File: config.mk
export PLATFORM = sky130hd
export DESIGN_NAME = led_scene_sequencer_flat
export DESIGN_NICKNAME = d
export VERILOG_FILES = /design/src/rtl/led_scene_pkg.sv /design/src/rtl/led_scene_sequencer_if.sv /design/src/rtl/led_scene_fader.sv /design/src/rtl/led_scene_sequencer.sv /design/src/flat_wrapper.sv
export SDC_FILE = /design/constraint.sdc
export NUM_CORES = 1
export LEC_CHECK = 0
export ABC_AREA = 1
export ABC_CLOCK_PERIOD_IN_PS = 4300
export BUFFER_PORTS_ARGS = -buffer_cell sky130_fd_sc_hd__buf_4
export CAP_MARGIN = 20
export CORE_MARGIN = 4
export CORE_UTILIZATION = 55
export CTS_CLUSTER_SIZE = 24
export DETAILED_ROUTE_END_ITERATION = 10
export PLACE_DENSITY = 0.8
export SYNTH_ARGS = -nofsm -noshare
export SYNTH_HDL_FRONTEND = slang
export SYNTH_SLANG_ARGS = --single-unit
File: constraint.sdc
create_clock -name I_CLK_100MHZ -period 4.3 [get_ports I_CLK_100MHZ]
set_input_delay 0.645 -clock I_CLK_100MHZ [delete_from_list [all_inputs] [get_ports I_CLK_100MHZ]]
set_output_delay 0.645 -clock I_CLK_100MHZ [all_outputs]
set_load 0.01 [all_outputs]
File: src/rtl/led_scene_pkg.sv
// rtl/led_scene_pkg.sv - shared types, entry layout and duty clamp for the LED scene sequencer
package led_scene_pkg;

  typedef enum logic [1:0] {
    S_IDLE = 2'd0,
    S_LOAD = 2'd1,
    S_FADE = 2'd2,
    S_HOLD = 2'd3
  } state_e;

  localparam logic [6:0] C_DUTY_MAX = 7'd100;

  // Entry packing: {hold, r, g, b} with 7-bit colour fields at the bottom
  localparam int C_COLOR_W  = 7;
  localparam int C_B_LSB    = 0;
  localparam int C_G_LSB    = 7;
  localparam int C_R_LSB    = 14;
  localparam int C_HOLD_LSB = 21;

  function automatic int entry_w(input int hold_w);
    return hold_w + C_HOLD_LSB;
  endfunction

  function automatic logic [6:0] clamp_duty(input logic [6:0] v);
    return (v > C_DUTY_MAX) ? C_DUTY_MAX : v;
  endfunction

endpackage

File: src/rtl/led_scene_sequencer_if.sv
// rtl/led_scene_sequencer_if.sv - host-side control/table bus of the LED scene sequencer
interface led_scene_sequencer_if
  import led_scene_pkg::*;
#(
  parameter int P_AW     = 3,
  parameter int P_HOLD_W = 16
);
  logic                          I_WR_EN;
  logic [P_AW-1:0]               I_WR_ADDR;
  logic [entry_w(P_HOLD_W)-1:0]  I_WR_DATA;
  logic [P_AW-1:0]               I_LAST;
  logic                          I_LOOP;
  logic                          I_START;
  logic                          I_STOP;
  logic [6:0]                    O_DUTY_R;
  logic [6:0]                    O_DUTY_G;
  logic [6:0]                    O_DUTY_B;
  logic                          O_BUSY;
  logic [P_AW-1:0]               O_INDEX;
  logic                          O_DONE;

  modport master (
    output I_WR_EN, I_WR_ADDR, I_WR_DATA, I_LAST, I_LOOP, I_START, I_STOP,
    input  O_DUTY_R, O_DUTY_G, O_DUTY_B, O_BUSY, O_INDEX, O_DONE
  );

  modport slave (
    input  I_WR_EN, I_WR_ADDR, I_WR_DATA, I_LAST, I_LOOP, I_START, I_STOP,
    output O_DUTY_R, O_DUTY_G, O_DUTY_B, O_BUSY, O_INDEX, O_DONE
  );
endinterface

File: src/rtl/led_scene_fader.sv
// rtl/led_scene_fader.sv - one duty channel stepping one unit per enable toward its target
`ifdef LED_SCENE_FADE_EN
module led_scene_fader (
  input  logic       clk_i,
  input  logic       rst_i,
  input  logic       clr_i,
  input  logic       step_i,
  input  logic [6:0] target_i,
  output logic [6:0] duty_o,
  output logic       at_target_o
);
  logic [6:0] duty_q, duty_d;

  assign at_target_o = (duty_q == target_i);
  assign duty_o      = duty_q;

  always_comb begin
    duty_d = duty_q;
    if (step_i && !at_target_o) begin
      duty_d = (duty_q < target_i) ? duty_q + 7'd1 : duty_q - 7'd1;
    end
  end

  always_ff @(posedge clk_i) begin
    if (rst_i || clr_i) begin
      duty_q <= 7'd0;
    end else begin
      duty_q <= duty_d;
    end
  end
endmodule
`endif

File: src/rtl/led_scene_sequencer.sv
// rtl/led_scene_sequencer.sv - plays a table of RGB duty scenes with hold times
// LED_SCENE_FADE_EN adds a linear per-tick crossfade; without it duties jump to target
module led_scene_sequencer
  import led_scene_pkg::*;
#(
  parameter int P_AW     = 3,
  parameter int P_HOLD_W = 16
) (
  input  logic                 I_CLK_100MHZ,
  input  logic                 I_RST,
  input  logic                 I_CE_10KHZ,
  led_scene_sequencer_if.slave bus
);
  localparam int C_ENTRY_W = entry_w(P_HOLD_W);
  localparam int C_DEPTH   = 2 ** P_AW;

  state_e                state_q, state_d;
  logic [P_AW-1:0]       index_q, index_d;
  logic [P_HOLD_W-1:0]   cnt_q, cnt_d, hold_q;
  logic                  done_q, done_d;
  logic [C_ENTRY_W-1:0]  table_q [C_DEPTH];
  logic [C_ENTRY_W-1:0]  rd_entry, wr_entry;
  logic [6:0]            duty_r, duty_g, duty_b;
  logic                  scene_end, seq_over;

  assign wr_entry = {bus.I_WR_DATA[C_HOLD_LSB +: P_HOLD_W],
                     clamp_duty(bus.I_WR_DATA[C_R_LSB +: C_COLOR_W]),
                     clamp_duty(bus.I_WR_DATA[C_G_LSB +: C_COLOR_W]),
                     clamp_duty(bus.I_WR_DATA[C_B_LSB +: C_COLOR_W])};
  assign rd_entry = table_q[index_q];

  always_ff @(posedge I_CLK_100MHZ) begin
    if (bus.I_WR_EN) table_q[bus.I_WR_ADDR] <= wr_entry;
  end

  // Read port is registered during LOAD, so a same-cycle write is seen only on the next load
  always_ff @(posedge I_CLK_100MHZ) begin
    if (state_q == S_LOAD) hold_q <= rd_entry[C_HOLD_LSB +: P_HOLD_W];
  end

`ifdef LED_SCENE_FADE_EN
  logic [6:0] tgt_r_q, tgt_g_q, tgt_b_q;
  logic [2:0] at_tgt;
  logic       step_en, fade_done;

  always_ff @(posedge I_CLK_100MHZ) begin
    if (state_q == S_LOAD) begin
      tgt_r_q <= rd_entry[C_R_LSB +: C_COLOR_W];
      tgt_g_q <= rd_entry[C_G_LSB +: C_COLOR_W];
      tgt_b_q <= rd_entry[C_B_LSB +: C_COLOR_W];
    end
  end

  assign step_en   = (state_q == S_FADE) && I_CE_10KHZ;
  assign fade_done = &at_tgt;

  led_scene_fader u_fade_r (.clk_i(I_CLK_100MHZ), .rst_i(I_RST), .clr_i(bus.I_STOP), .step_i(step_en),
                            .target_i(tgt_r_q), .duty_o(duty_r), .at_target_o(at_tgt[2]));
  led_scene_fader u_fade_g (.clk_i(I_CLK_100MHZ), .rst_i(I_RST), .clr_i(bus.I_STOP), .step_i(step_en),
                            .target_i(tgt_g_q), .duty_o(duty_g), .at_target_o(at_tgt[1]));
  led_scene_fader u_fade_b (.clk_i(I_CLK_100MHZ), .rst_i(I_RST), .clr_i(bus.I_STOP), .step_i(step_en),
                            .target_i(tgt_b_q), .duty_o(duty_b), .at_target_o(at_tgt[0]));
`else
  logic [6:0] duty_r_q, duty_g_q, duty_b_q;

  always_ff @(posedge I_CLK_100MHZ) begin
    if (I_RST || bus.I_STOP) begin
      duty_r_q <= 7'd0;
      duty_g_q <= 7'd0;
      duty_b_q <= 7'd0;
    end else if (state_q == S_LOAD) begin
      duty_r_q <= rd_entry[C_R_LSB +: C_COLOR_W];
      duty_g_q <= rd_entry[C_G_LSB +: C_COLOR_W];
      duty_b_q <= rd_entry[C_B_LSB +: C_COLOR_W];
    end
  end

  assign duty_r = duty_r_q;
  assign duty_g = duty_g_q;
  assign duty_b = duty_b_q;
`endif

  // Hold counts up from 0, so a scene ends on the tick where cnt equals the hold value
  assign scene_end = (state_q == S_HOLD) && I_CE_10KHZ && (cnt_q == hold_q);
  assign seq_over  = (index_q == bus.I_LAST) && !bus.I_LOOP;

  always_ff @(posedge I_CLK_100MHZ) begin
    if (I_RST) begin
      state_q <= S_IDLE;
      index_q <= '0;
      cnt_q   <= '0;
      done_q  <= 1'b0;
    end else begin
      state_q <= state_d;
      index_q <= index_d;
      cnt_q   <= cnt_d;
      done_q  <= done_d;
    end
  end

  always_comb begin
    state_d = state_q;
    if (bus.I_STOP) begin
      state_d = S_IDLE;
    end else begin
      unique case (state_q)
        S_IDLE: if (bus.I_START) state_d = S_LOAD;
`ifdef LED_SCENE_FADE_EN
        S_LOAD: state_d = S_FADE;
        S_FADE: if (fade_done) state_d = S_HOLD;
`else
        S_LOAD: state_d = S_HOLD;
        S_FADE: state_d = S_HOLD;
`endif
        S_HOLD: if (scene_end) state_d = seq_over ? S_IDLE : S_LOAD;
        default: state_d = S_IDLE;
      endcase
    end
  end

  always_comb begin
    index_d = index_q;
    cnt_d   = cnt_q;
    done_d  = 1'b0;
    if (bus.I_STOP) begin
      index_d = '0;
    end else begin
      unique case (state_q)
        S_IDLE: if (bus.I_START) index_d = '0;
        S_LOAD: cnt_d = '0;
        S_HOLD: begin
          if (scene_end) begin
            if (index_q != bus.I_LAST) index_d = index_q + P_AW'(1);
            else if (bus.I_LOOP)       index_d = '0;
            else                       done_d  = 1'b1;
          end else if (I_CE_10KHZ) begin
            cnt_d = cnt_q + P_HOLD_W'(1);
          end
        end
        default: ;
      endcase
    end
  end

  assign bus.O_DUTY_R = duty_r;
  assign bus.O_DUTY_G = duty_g;
  assign bus.O_DUTY_B = duty_b;
  assign bus.O_BUSY   = (state_q != S_IDLE);
  assign bus.O_INDEX  = index_q;
  assign bus.O_DONE   = done_q;
endmodule

File: src/flat_wrapper.sv
// flat-port wrapper written by rule: the top's interface ports become plain ports
module led_scene_sequencer_flat import led_scene_pkg::*;
#(
  parameter int P_AW     = 3,
  parameter int P_HOLD_W = 16
)
  (I_CLK_100MHZ, I_RST, I_CE_10KHZ, bus_I_WR_EN, bus_I_WR_ADDR, bus_I_WR_DATA, bus_I_LAST, bus_I_LOOP, bus_I_START, bus_I_STOP, bus_O_DUTY_R, bus_O_DUTY_G, bus_O_DUTY_B, bus_O_BUSY, bus_O_INDEX, bus_O_DONE);
  led_scene_sequencer_if #(.P_AW(P_AW), .P_HOLD_W(P_HOLD_W)) bus_i ();
  input  logic I_CLK_100MHZ;
  input  logic I_RST;
  input  logic I_CE_10KHZ;
  input wire logic [$bits(bus_i.I_WR_EN)-1:0] bus_I_WR_EN;
  input wire logic [$bits(bus_i.I_WR_ADDR)-1:0] bus_I_WR_ADDR;
  input wire logic [$bits(bus_i.I_WR_DATA)-1:0] bus_I_WR_DATA;
  input wire logic [$bits(bus_i.I_LAST)-1:0] bus_I_LAST;
  input wire logic [$bits(bus_i.I_LOOP)-1:0] bus_I_LOOP;
  input wire logic [$bits(bus_i.I_START)-1:0] bus_I_START;
  input wire logic [$bits(bus_i.I_STOP)-1:0] bus_I_STOP;
  output wire logic [$bits(bus_i.O_DUTY_R)-1:0] bus_O_DUTY_R;
  output wire logic [$bits(bus_i.O_DUTY_G)-1:0] bus_O_DUTY_G;
  output wire logic [$bits(bus_i.O_DUTY_B)-1:0] bus_O_DUTY_B;
  output wire logic [$bits(bus_i.O_BUSY)-1:0] bus_O_BUSY;
  output wire logic [$bits(bus_i.O_INDEX)-1:0] bus_O_INDEX;
  output wire logic [$bits(bus_i.O_DONE)-1:0] bus_O_DONE;
  assign bus_i.I_WR_EN = bus_I_WR_EN;
  assign bus_i.I_WR_ADDR = bus_I_WR_ADDR;
  assign bus_i.I_WR_DATA = bus_I_WR_DATA;
  assign bus_i.I_LAST = bus_I_LAST;
  assign bus_i.I_LOOP = bus_I_LOOP;
  assign bus_i.I_START = bus_I_START;
  assign bus_i.I_STOP = bus_I_STOP;
  assign bus_O_DUTY_R = bus_i.O_DUTY_R;
  assign bus_O_DUTY_G = bus_i.O_DUTY_G;
  assign bus_O_DUTY_B = bus_i.O_DUTY_B;
  assign bus_O_BUSY = bus_i.O_BUSY;
  assign bus_O_INDEX = bus_i.O_INDEX;
  assign bus_O_DONE = bus_i.O_DONE;
  led_scene_sequencer #(.P_AW(P_AW), .P_HOLD_W(P_HOLD_W)) u_core (.I_CLK_100MHZ(I_CLK_100MHZ), .I_RST(I_RST), .I_CE_10KHZ(I_CE_10KHZ), .bus(bus_i));
endmodule
==> results of run 1 <==
[path summary, 6_finish.rpt]
check        slack (ps)                     startpoint                                   to  cells after the start
min                 360              bus_I_WR_DATA[24]      u_core.table_q[1][24]$_DFFE_PP_                      1
min reg2reg         490  u_core.cnt_q[14]$_SDFFE_PP0P_        u_core.cnt_q[14]$_SDFFE_PP0P_                      2
max reg2reg        1650                           flop  u_core.bus.O_DUTY_G[6]$_SDFFE_PP0N_                      6
max                1650                           flop  u_core.bus.O_DUTY_G[6]$_SDFFE_PP0N_                      6
[cell type report]
cell class              instances  area (µm²)  share of cell area (%)
multi-input cells             757        3710                    22.5
well taps                     335         419                    2.55
clock buffers                  43         906                    5.50
repair buffers                 93         702                    4.26
clock inverters                19         206                    1.25
flip-flops and latches        358       10300                    62.5
inverters                      59         223                    1.35
[metrics by stage]
| step | cells | area [µm²] | setup WS (ps) | total power (W) | util [%] |
|---|---|---|---|---|---|
| after floorplan | 1248 | 14500 | 1520 | 0.00432 | - |
| after global placement | 1601 | 15300 | 1810 | 0.00449 | 59.0 |
| after detailed placement | 1601 | 15300 | 1750 | 0.00452 | 59.0 |
| after CTS | 1663 | 16500 | 1680 | 0.00748 | 63.3 |
| after global routing | 1664 | 16500 | 1480 | 0.00770 | 63.4 |
| final | 1664 | 16500 | 1650 | 0.00745 | 63.4 |
[synth_stat cells (4+ instances only)]
cell type	number
sky130_fd_sc_hd__edfxtp_1	312
sky130_fd_sc_hd__or2_2	4
sky130_fd_sc_hd__o22ai_1	37
sky130_fd_sc_hd__nand3_1	13
sky130_fd_sc_hd__nand2_1	107
sky130_fd_sc_hd__nor3_1	6
sky130_fd_sc_hd__o221ai_1	21
sky130_fd_sc_hd__dfxtp_1	46
sky130_fd_sc_hd__a21oi_1	35
sky130_fd_sc_hd__inv_1	51
sky130_fd_sc_hd__buf_2	11
sky130_fd_sc_hd__inv_2	7
sky130_fd_sc_hd__o21ai_1	23
sky130_fd_sc_hd__ha_1	6
sky130_fd_sc_hd__xor2_1	5
sky130_fd_sc_hd__buf_4	7
sky130_fd_sc_hd__a31oi_1	19
sky130_fd_sc_hd__nor2_1	263
sky130_fd_sc_hd__o21ai_0	178
sky130_fd_sc_hd__xnor2_1	9
sky130_fd_sc_hd__clkbuf_1	53
sky130_fd_sc_hd__nand4_1	14
[flip-flops by register name (all words and copies together) (netlist names), named ones only]
signal / count
u_core.bus.O_DUTY_R: 7
u_core.state_q: 2
u_core.hold_q: 16
u_core.bus.O_INDEX: 3
u_core.bus.O_DUTY_G: 7
u_core.bus.O_DONE: 1
u_core.table_q: 296
u_core.cnt_q: 16
u_core.bus.O_DUTY_B: 7
[kinds of logic after synthesis]
group                      Yosys count  synth area share (%)
AOI/OAI and AO/OA                  316                  12.0
xor gates and xnor gates            14                 0.846
and+or+nand+nor                    421                  11.8
adders and majority gates            6                 0.518
DFF                                358                  71.0
buffers and inverters              133                  3.80
[worst max-delay path, delay by kind of cell (launching register included)]
family	cells	cell delay (ps)
buffers and inverters	2	1260
AO/OA/AOI/OAI	4	870
flip-flops	1	350
[power groups by stage]
stage,registers (W),logic (W),clock network [W]
floorplan,0.00401,0.000307,0
detailed placement,0.00402,0.000493,0
CTS,0.00395,0.000497,0.00303
global route,0.00396,0.000554,0.00319
global placement,0.00402,0.000474,0
finish,0.00395,0.000498,0.00300
[cell usage in the layout (no fill, tap or decap), types with 9 or more instances in the layout]
| master | instances |
|---|---|
| sky130_fd_sc_hd__a21oi_1 | 35 |
| sky130_fd_sc_hd__a31oi_1 | 19 |
| sky130_fd_sc_hd__buf_4 | 92 |
| sky130_fd_sc_hd__clkbuf_16 | 35 |
| sky130_fd_sc_hd__dfxtp_1 | 44 |
| sky130_fd_sc_hd__edfxtp_1 | 312 |
| sky130_fd_sc_hd__inv_1 | 50 |
| sky130_fd_sc_hd__nand2_1 | 107 |
| sky130_fd_sc_hd__nand3_1 | 13 |
| sky130_fd_sc_hd__nand4_1 | 14 |
| sky130_fd_sc_hd__nor2_1 | 254 |
| sky130_fd_sc_hd__o21ai_0 | 178 |
| sky130_fd_sc_hd__o21ai_1 | 23 |
| sky130_fd_sc_hd__o221ai_1 | 21 |
| sky130_fd_sc_hd__o22ai_1 | 37 |
| sky130_fd_sc_hd__xnor2_1 | 9 |
[metal layers]
| layer | wire length (µm) | vias up |
|---|---|---|
| met3 | 2140 | 59 |
| met1 | 13100 | 4677 |
| met5 | 0 | - |
| met2 | 16400 | 386 |
| met4 | 673 | 0 |
| li1 | - | 4562 |
==> results.md, run 1 <==
Power and ir drop:
- The net switching power figure is 0.00164 W.
- Of the total power, the clock network draws 40.3%.
- The portion of total power attributed to sequential cells is 53.1%.
- The leakage dissipation is 5.67 nW.
- Across the VDD grid, the largest voltage drop is 0.250 mV.
- Dividing total power by cell area gives a power density of 452 nW/µm².
- The power share of the combinational group is 6.7%.
- Cell internal power was estimated by the tool at 0.00581 W.
- Net switching is 22.0% of the power.

Cells and area:
- At the end of the flow, the number of nets in the layout was 1360.
- The repair_antennas step left the layout with diodes totalling 0.
- In the final layout, the share of cells above drive strength 1 is 12.9%.
- From synthesis to final layout, the design area changed by 13.6%.
- Counting the fill cells in the layout gives 1868.

Setup path:
- On the critical path, the stage with the largest delay is an instance of sky130_fd_sc_hd__buf_4.
- At the worst endpoint, the arrival time is 3090 ps.
- The category of the critical setup timing path is flop to flop.
- The launching element type of the critical path is a flop.
- Of all nets on the critical path, the largest fanout is 81.
- Walking the worst path, the cells encountered are buf_4 -> buf_4 -> o21ai_0 -> o221ai_1 -> o21ai_1 -> a21oi_1.
- The worst path required time is 4750 ps.
- The critical path's largest stage delay is 730 ps.
- The critical path's most frequent cell is sky130_fd_sc_hd__buf_4.
- STA classifies the critical path endpoint as a flop.

Global routing:
- The fraction of met2 tracks used by global routing is 38.5%.
- The via count of the first global-routing pass came to 9585.
- The met3 routing resource usage after global routing is 3.53%.
- The total routing resource utilization after global routing is 22.2%.
- The routing usage on met1 is 29.0%.
- The initial antenna violation count was 0.
- The first-pass GRT wire length is 50500 µm.
- The pin count of the biggest net entering global routing is 82.
- met2 is the most crowded layer.
- After global routing the overflow that remains totals 0.

Placement:
- The total of buffers placed on input and output ports is 75.
- The wire-length estimate of the detail-placed layout is 19000 µm.
- Routability-driven placement finished with a final weighted congestion of 0.898.

Logic synthesis:
- The post-synthesis average cell area is 11.6 µm².
- The part of the Yosys area used for sequential elements is 71.0%.
- The count of flip-flops with a built-in enable after synthesis is 312.
- The count of mapped cells out of synthesis is 1248.
- The share of synthesized registers carrying an async set or reset is 0%.
- After synthesis, the netlist uses 36 different library cells.
- Yosys attributes the largest share of cell area to sky130_fd_sc_hd__edfxtp_1, sky130_fd_sc_hd__nor2_1, sky130_fd_sc_hd__dfxtp_1.
- The area share of the largest cell type after synthesis is 64.7%.
- The synthesized netlist occupies a cell area of 14500 µm².
- Among all flip-flop cells after synthesis, the most frequent one is sky130_fd_sc_hd__edfxtp_1.
- The cell type with the largest total area after synthesis is sky130_fd_sc_hd__edfxtp_1.
- When the netlist entered floorplanning its net count stood at 1304.
- During synthesis, Yosys emitted a total of 0 warnings.
- Counting flops and latches in the post-synthesis netlist gives 358.

Drt:
- The number of search-and-repair iterations in the first detailed-routing pass is 5.
- The detail route stage leaves a number of antenna-violating nets equal to 0.
- The number of design rule violations left after detail routing is 0.
- Dividing the detail-routed wire length by the instance count gives 19.4 µm.
- The via density per instance is 5.82.
- For this block, the via count after detailed routing is 9684.
- The sum of routed wire length over all layers is 32300 µm.
- The detailed router finished its first iteration with 953 violations.

Clock network:
- The number of setup buffers added after CTS is 0.
- The H-tree level count is 2.
- The maximum number of buffers from clock root to sink is 3.
- The number of clock buffers added by TritonCTS is 35.
- The total of hold buffers inserted after clock tree synthesis is 0.
- Clock latency on the worst-skew pair, taken at its later pin, is 520 ps.
- The buffer type at the clock tree root is sky130_fd_sc_hd__clkbuf_16.
- The clock transition time at the flip-flop clock pins of the worst setup and hold paths is 70 ps.
- The count of clock tree sinks is 358.
- TritonCTS built the clock tree.
- The number of resized instances in the post-cts repair step is 0.

STA:
- The actual slew at the worst max-slew pin is 996 ps.
- The final max-slew violation count came to 0.
- Measured against its own limit, the worst slew margin works out to 33.5%.
- The final count of hold timing violations is 0.
- The worst path uses 61.5% of the clock period.
- The number of setup violations in the final report is 0.
- The routed design could run at a clock period as short as 2650 ps.
- On the final layout, the worst hold slack is 359 ps.
- Setup repair after global routing left no endpoint under its margin.
- Setup total negative slack on the finished layout was measured at 0 ps.
- The clock arrives with 16.2 ps of skew.
- Derived from the worst setup path, the maximum achievable clock frequency is 0.378 GHz.

Floorplan:
- The effective utilization at floorplan is 55.7%.
- The die is 170 µm tall.
- 76 I/O pins were placed.
- The floorplan step defined a core boundary enclosing 26000 µm².
- The die covers 29000 µm².
- The number of placement rows is 59.
- The die width is 170 µm.

Worst hold path:
- The worst hold-check path type is primary input to flop.

Run status:
- The flow ran to the end, and the final reports show no timing, DRC or antenna violations.

Job:
- Across the run, the number of max-cap violations was 0.
No activity file was read; power rests on OpenSTA's default activity.
==> run 2: changes to the inputs <==
Settings changed: ABC_CLOCK_PERIOD_IN_PS 4300 to 2750.
Clock period 4.3 ns to 2.75 ns, I/O delays scaled along.
==> run 2 against run 1 <==
Cell count grew 0.30%. Maximum frequency grew 21%. Via count grew 0.59%. Hold slack lost 230 ps. Global-route usage fell by 0.44 points. Die area did not move. Register-to-register slack worse by 1100 ps. Sequential power rose by 56%. Utilization rose by 0.90 points. Non-clock buffer count rose by 2. Clock skew shrank 7.3 ps. Total power increased by 62%.
==> results.md, run 2 (synthesized netlist as in run 1, its figures left out) <==
Power and ir drop:
- The maximum vdd ir drop is 0.492 mV.
- Total power for the finished layout comes to 0.0121 W.
- The leakage dissipation is 5.80 nW.
- Dividing total power by cell area gives a power density of 723 nW/µm².

Setup path:
- The type of element capturing the critical path is a flop.
- The critical path's largest stage delay is 410 ps.
- The combined buffer and inverter count along the critical path is 2.
- Walking the worst path, the cells encountered are ha_1 -> nand2_2 -> inv_2 -> nand2_1 -> nor2_1 -> nand2_1 -> nor2_2 -> nand3_2 -> nand3_4 -> nand2_1 -> inv_1 -> nand2_1 -> nand2_1.
- At the worst endpoint, the arrival time is 2640 ps.
- The category of the critical setup timing path is flop to flop.
- The critical path's most frequent cell is sky130_fd_sc_hd__nand2_1.
- The top fanout value on the critical path is 16.
- The worst path required time is 3200 ps.
- Among cell families on the critical path, the largest total delay comes from simple AND/OR/NAND/NOR gates.
- For this design, the slowest cell found on the critical path is sky130_fd_sc_hd__ha_1.
- The launching element type of the critical path is a flop.

STA:
- Setup violations remaining at the end of the flow were counted as 0.
- The final max-slew violation count came to 0.
- The final critical-path share of the clock period is 79.4%.
- The relative slew slack is 44.9%.
- For the finished layout, the period the worst path requires is 2180 ps.
- The final count of hold timing violations is 0.
- The actual slew at the worst max-slew pin is 827 ps.
- The maximum operating frequency is 0.458 GHz.
- The worst clock skew is 8.86 ps.
- Setup repair after global routing left no endpoint under its margin.
- The setup TNS is 0 ps.
- The tightest hold path in the finished design has a slack of 133 ps.

Job:
- The tool flagged a number of max-cap violations equal to 0.

Global routing:
- The pin count of the biggest net entering global routing is 149.
- Global routing finished with a remaining overflow of 0.
- The total routing resource utilization after global routing is 21.7%.
- The initial antenna violation count is 0.
- The first-pass GRT wire length is 49900 µm.
- The via count of the first global-routing pass is 9567.

Placement:
- During placement, the flow inserted port buffers numbering 75.
- The post-DP HPWL is 17600 µm.
- The global placement routability congestion is 0.894.

Clock network:
- The CTS tree is done.
- The number of buffers created by CTS is 36.
- The number of resized instances in the post-cts repair step is 0.
- The H-tree was split into 2 levels.
- The maximum number of buffers from clock root to sink is 3.
- For the worst-skew pair, the clock arrives at the later sink with an insertion delay of 510 ps.
- For this design, the sink count on the clock tree is 358.
- After clock tree synthesis, the clock-pin slew on the worst setup and hold paths is 60 ps.
- The buffer type at the clock tree root is sky130_fd_sc_hd__clkbuf_16.
- Buffers added to address setup during post-CTS repair amount to 0.
- In this run, post-CTS hold repair placed 0 buffers.

Cells and area:
- The area growth from synthesis to layout is 15.3%.
- Leaving out fill and tap cells, the most frequent cells in the layout are sky130_fd_sc_hd__edfxtp_1, sky130_fd_sc_hd__nor2_1, sky130_fd_sc_hd__o21ai_0, sky130_fd_sc_hd__nand2_1, sky130_fd_sc_hd__buf_4.
- The share of post-route cells with drive strength above 1 is 13.6%.
- The library cell used most frequently in the layout, excluding fill and tap cells, is sky130_fd_sc_hd__edfxtp_1.
- Ranked by flip-flop count, first place goes to u_core.table_q.
- The net total in the final layout is 1363.
- The number of antenna diodes in the final layout is 0.
- The largest registers in the layout are u_core.table_q: 296 flops, u_core.cnt_q: 16 flops, u_core.hold_q: 16 flops.
- The register with the most flip-flops in the layout has 296 of them.
- After filler insertion, the fill cell instance count of the layout stands at 1879.

Drt:
- The initial detailed-routing violation count is 1135.
- The final route contains 9741 vias.
- Dividing the detail-routed wire length by the instance count gives 19.1 µm.
- The pre-antenna-repair detailed-routing pass consisted of 5 iterations.
- Summed over all layers, the routed wires come to 31900 µm.
- Dividing the detail-routed via count by the number of cells gives 5.84.
- The antenna violation net count after detailed routing is 0.
- In the routed design, unresolved DRC markers number 0.

Floorplan:
- The die covers 29000 µm².
- The floorplan has 59 rows.
- The core region is 26000 µm².
- The effective utilization at floorplan is 55.7%.
- The die width is 170 µm.
- The floorplan step set the die height to 170 µm.
- The number of top-level design ports is 76.

Run status:
- The run finished with clean final reports.

Worst hold path:
- The min-delay analysis places its worst path in the category primary input to flop.
[run 2: changes by cell type in the layout (fill, tap and decap cells not counted), sizes merged]
cell,change
clkinv,+2
bufinv,+2
clkinvlp,-3
clkbuf,+1
inv,+1
buf,+2
[run 2: per-layer routing]
| metal | global-route usage [%] | vias up | routed length, µm |
|---|---|---|---|
| met5 | 0 | - | 0 |
| li1 | - | 4573 | - |
| met4 | 6.15 | 0 | 544 |
| met2 | 36.3 | 456 | 15800 |
| met3 | 3.53 | 48 | 2500 |
| met1 | 29.9 | 4664 | 13100 |
[run 2: area by class of cell]
cell class,count,area [µm²],area share (%)
repair buffers,95,788,4.72
clock inverters,21,267,1.60
flip-flops and latches,358,10300,61.7
inverters,59,223,1.33
multi-input cells,757,3710,22.2
clock buffers,44,993,5.95
well taps,335,419,2.51
[run 2: path summary, 6_finish.rpt]
check / from / end / slack (ps) / cells past startpoint
worst max-delay path: u_core.state_q[0]$_SDFFE_PP0P_ / u_core.cnt_q[14]$_SDFFE_PP0P_ / 570 / 13
worst min-delay path: bus_I_WR_DATA[27] / u_core.table_q[1][27]$_DFFE_PP_ / 130 / 1
worst max register to register: u_core.state_q[0]$_SDFFE_PP0P_ / u_core.cnt_q[14]$_SDFFE_PP0P_ / 570 / 13
worst min register to register: u_core.cnt_q[14]$_SDFFE_PP0P_ / u_core.cnt_q[14]$_SDFFE_PP0P_ / 490 / 2
[run 2: metrics by stage]
step                instances  setup WS [ps]  area (µm²)  util, %
finish                   1669            567       16700     64.3
global route             1669            297       16700     64.3
CTS                      1669            574       16700     64.3
detailed placement       1604            609       15400     59.4
global placement         1604            690       15400     59.4
floorplan                1248            204       14500        -
[run 2: power by group]
group	internal (W)	switching (W)
Clock	0.00315	0.00195
Combinational	0.000255	0.000534
Sequential	0.00611	0.0000639
Total	0.00951	0.00255
==> run 3: changes to the inputs <==
Settings changed: ABC_CLOCK_PERIOD_IN_PS 2750 to 1900, PLACE_DENSITY 0.8 to 0.83.
Clock period 2.75 ns to 1.9 ns, I/O delays scaled along.
==> run 3 against run 2 <==
Total power is 42% higher. Design area is 2.3% higher. Maximum frequency is 21% higher. Die area stayed put. Non-clock buffer count is 39 higher. Flip-flop and latch count stayed put. Critical path type unchanged. Critical endpoint is now u_core.hold_q[11]$_DFFE_PN_.
==> results.md, run 3 (synthesized netlist as in run 1, its figures left out) <==
Cells and area:
- The share of post-route cells with drive strength above 1 is 14.9%.
- The multi-input logic area is 3740 µm².
- Leaving out fill and tap cells, the most frequent cells in the layout are sky130_fd_sc_hd__edfxtp_1, sky130_fd_sc_hd__nor2_1, sky130_fd_sc_hd__o21ai_0, sky130_fd_sc_hd__nand2_1, sky130_fd_sc_hd__buf_4.
- Fill cells in the final layout number 1771.
- The largest register by flop count is u_core.table_q.
- The leading cell type in the layout, fill and taps excluded is sky130_fd_sc_hd__edfxtp_1.
- The antenna diode instance count is 0.
- The number of flip-flops in the largest register is 296.
- The net count of the finished layout is 1402.
- In the final layout, the registers with the most flip-flops are u_core.table_q: 296 flops, u_core.cnt_q: 16 flops, u_core.hold_q: 16 flops.
- Relative to the synthesized area, the layout overhead comes to 17.9%.
- The storage element area is 10300 µm².

Clock network:
- The H-tree level count is 2.
- The count of clock tree sinks is 358.
- Buffers inserted during clock tree synthesis total 35.
- After clock tree synthesis, the clock-pin slew on the worst setup and hold paths is 70 ps.
- TritonCTS built the clock tree.
- The buffer type at the clock tree root is sky130_fd_sc_hd__clkbuf_16.
- The clock latency reported for the late side of the worst-skew pair is 520 ps.
- The maximum number of buffers from clock root to sink is 3.

Drt:
- The via density per instance is 5.91.
- The per-cell routed wire length is 19.5 µm.
- The detail route stage leaves a number of antenna-violating nets equal to 0.
- The routed design has 33300 µm of wire.
- The number of search-and-repair iterations in the first detailed-routing pass is 6.
- After detailed routing, the number of remaining DRC violations is 0.
- The vias after detailed routing is 10100.
- The detailed router finished its first iteration with 1153 violations.

Global routing:
- The via count of the first global-routing pass was 9654.
- For this run the aggregate overflow at the end of global routing stands at 0.
- Entering global routing, the biggest net connects 64 pins.
- Across every metal layer, demand over resource in global routing totals 22.4%.
- The initial antenna violation count was 0.
- The first-pass GRT wire length is 51300 µm.

Floorplan:
- The die is 170 µm tall.
- In this run the core area contains 59 standard-cell rows.
- The number of top-level design ports is 76.
- The effective utilization at floorplan is 55.7%.
- The area inside the core boundary is 26000 µm².
- The floorplan die area is 29000 µm².
- The die width is 170 µm.

Setup path:
- The type of element capturing the critical path is a flop.
- The arrival time of data at the critical path endpoint is 2100 ps.
- The category of the critical setup timing path is flop to flop.
- STA puts the critical path data required time at 2190 ps.
- The worst reg2reg path endpoint is u_core.hold_q[11]$_DFFE_PN_.
- The number of cells on the worst reg-to-reg path is 5.
- STA classifies the critical path startpoint as a flop.
- The slack of the worst reg-to-reg path is 90 ps.
- In this run the worst path has a maximum fanout of 24.

Power and ir drop:
- The leakage dissipation is 5.94 nW.
- Across the VDD grid, the largest voltage drop is 0.733 mV.
- The power density of the placed cells is 1000 nW/µm².

STA:
- The final max-slew violation count is 0.
- For the pin with the worst max-slew slack, the measured transition is 670 ps.
- Setup repair after global routing left no endpoint under its margin.
- The final critical-path required period is 1810 ps.
- Across the routed clock network, the largest skew measured is 17.6 ps.
- The number of setup violations in the final report is 0.
- For this run, the top clock speed supported by timing is 0.553 GHz.
- The worst hold margin is 12.3 ps.
- The final count of hold timing violations is 0.
- In the finished design, the share of the clock period the worst path needs comes to 95.2%.
- Across all setup checks in the final design, the least slack found is 91.1 ps.
- The relative slew slack is 55.2%.

Placement:
- Timing analysis after detailed placement gives a worst setup slack of 120 ps.
- The congestion estimate from routability-driven global placement came to 0.906.
- The total of buffers placed on input and output ports is 75.
- The wire-length estimate of the detail-placed layout is 17900 µm.

Run status:
- The flow ran to the end, and the final reports show no timing, DRC or antenna violations.

Worst hold path:
- The number of cells on the worst hold path is 1.
- The end point of the most critical hold path is u_core.table_q[2][25]$_DFFE_PP_.
- The start point of the worst hold path is bus_I_WR_DATA[25].
- The worst hold path belongs to the class primary input to flop.

Job:
- Across the run, the number of max-cap violations was 0.
==> run 3: cell types whose count changed in the layout (fill, tap and decap cells not counted), sizes merged <==
cell	change
clkbuf	-3
clkinvlp	+4
inv	-1
dlygate4sd3	+19
clkinv	+1
nand3	+1
buf	+20
bufinv	-2
==> run 3: through the flow <==
step / TNS, ps / instance area [µm²] / util, % / instances / total power (W)
after floorplan: -95660 / 14500 / - / 1248 / 0.00978
after global placement: 0 / 15700 / 60.3 / 1620 / 0.0102
after detailed placement: 0 / 15700 / 60.3 / 1620 / 0.0103
after CTS: 0 / 17000 / 65.5 / 1702 / 0.0171
after global routing: 0 / 17100 / 65.8 / 1708 / 0.0177
final: 0 / 17100 / 65.8 / 1708 / 0.0171
==> run 3: timing repair <==
action | in CTS | in global routing
hold endpoints to repair | 123 | 3
gates resized for setup | 0 | 10
buffers inserted | 0 | 4
setup endpoints to repair | 0 | 23
hold buffers | 18 | 1
==> run 3: power breakdown <==
group          total (W)  switching (W)  internal [W]
sequential       0.00894      0.0000962       0.00884
clock            0.00693        0.00294       0.00399
combinational    0.00125       0.000813      0.000433
==> run 3: routing by layer <==
metal / global-route usage, % / part of all wire, %
met1: 30.5 / 40
met2: 37.7 / 51
met3: 3.48 / 7.5
met4: 7.01 / 1.8
met5: 0 / 0
==> run 3: final cells by class <==
cell class              instances  area share [%]
inverters                      59            1.30
multi-input cells             758            21.9
flip-flops and latches        358            60.3
clock buffers                  41            5.26
repair buffers                134            7.26
clock inverters                23            1.53
well taps                     335            2.45
==> run 3: worst max-delay path by stage <==
stage,from,to,slack (ps),cells after the start
after floorplan,bus_I_WR_ADDR[0],u_core.table_q[2][0]$_DFFE_PP_,-520,3
after global placement,u_core.cnt_q[5]$_SDFFE_PP0P_,u_core.cnt_q[14]$_SDFFE_PP0P_,100,12
after detailed placement,u_core.cnt_q[6]$_SDFFE_PP0P_,u_core.cnt_q[14]$_SDFFE_PP0P_,120,12
after CTS,u_core.cnt_q[5]$_SDFFE_PP0P_,u_core.cnt_q[14]$_SDFFE_PP0P_,90,12
after global routing,u_core.cnt_q[4]$_SDFFE_PP0P_,u_core.cnt_q[15]$_SDFFE_PP0P_,20,7
final,flop,u_core.hold_q[11]$_DFFE_PN_,90,5
==> run 3: critical path, stage by stage (launching register included) <==
cell	delay, ps
sky130_fd_sc_hd__dfxtp_2	420
sky130_fd_sc_hd__buf_4	340
sky130_fd_sc_hd__o21ai_0	170
sky130_fd_sc_hd__o22ai_1	240
sky130_fd_sc_hd__nor2_1	80
sky130_fd_sc_hd__a31oi_1	320
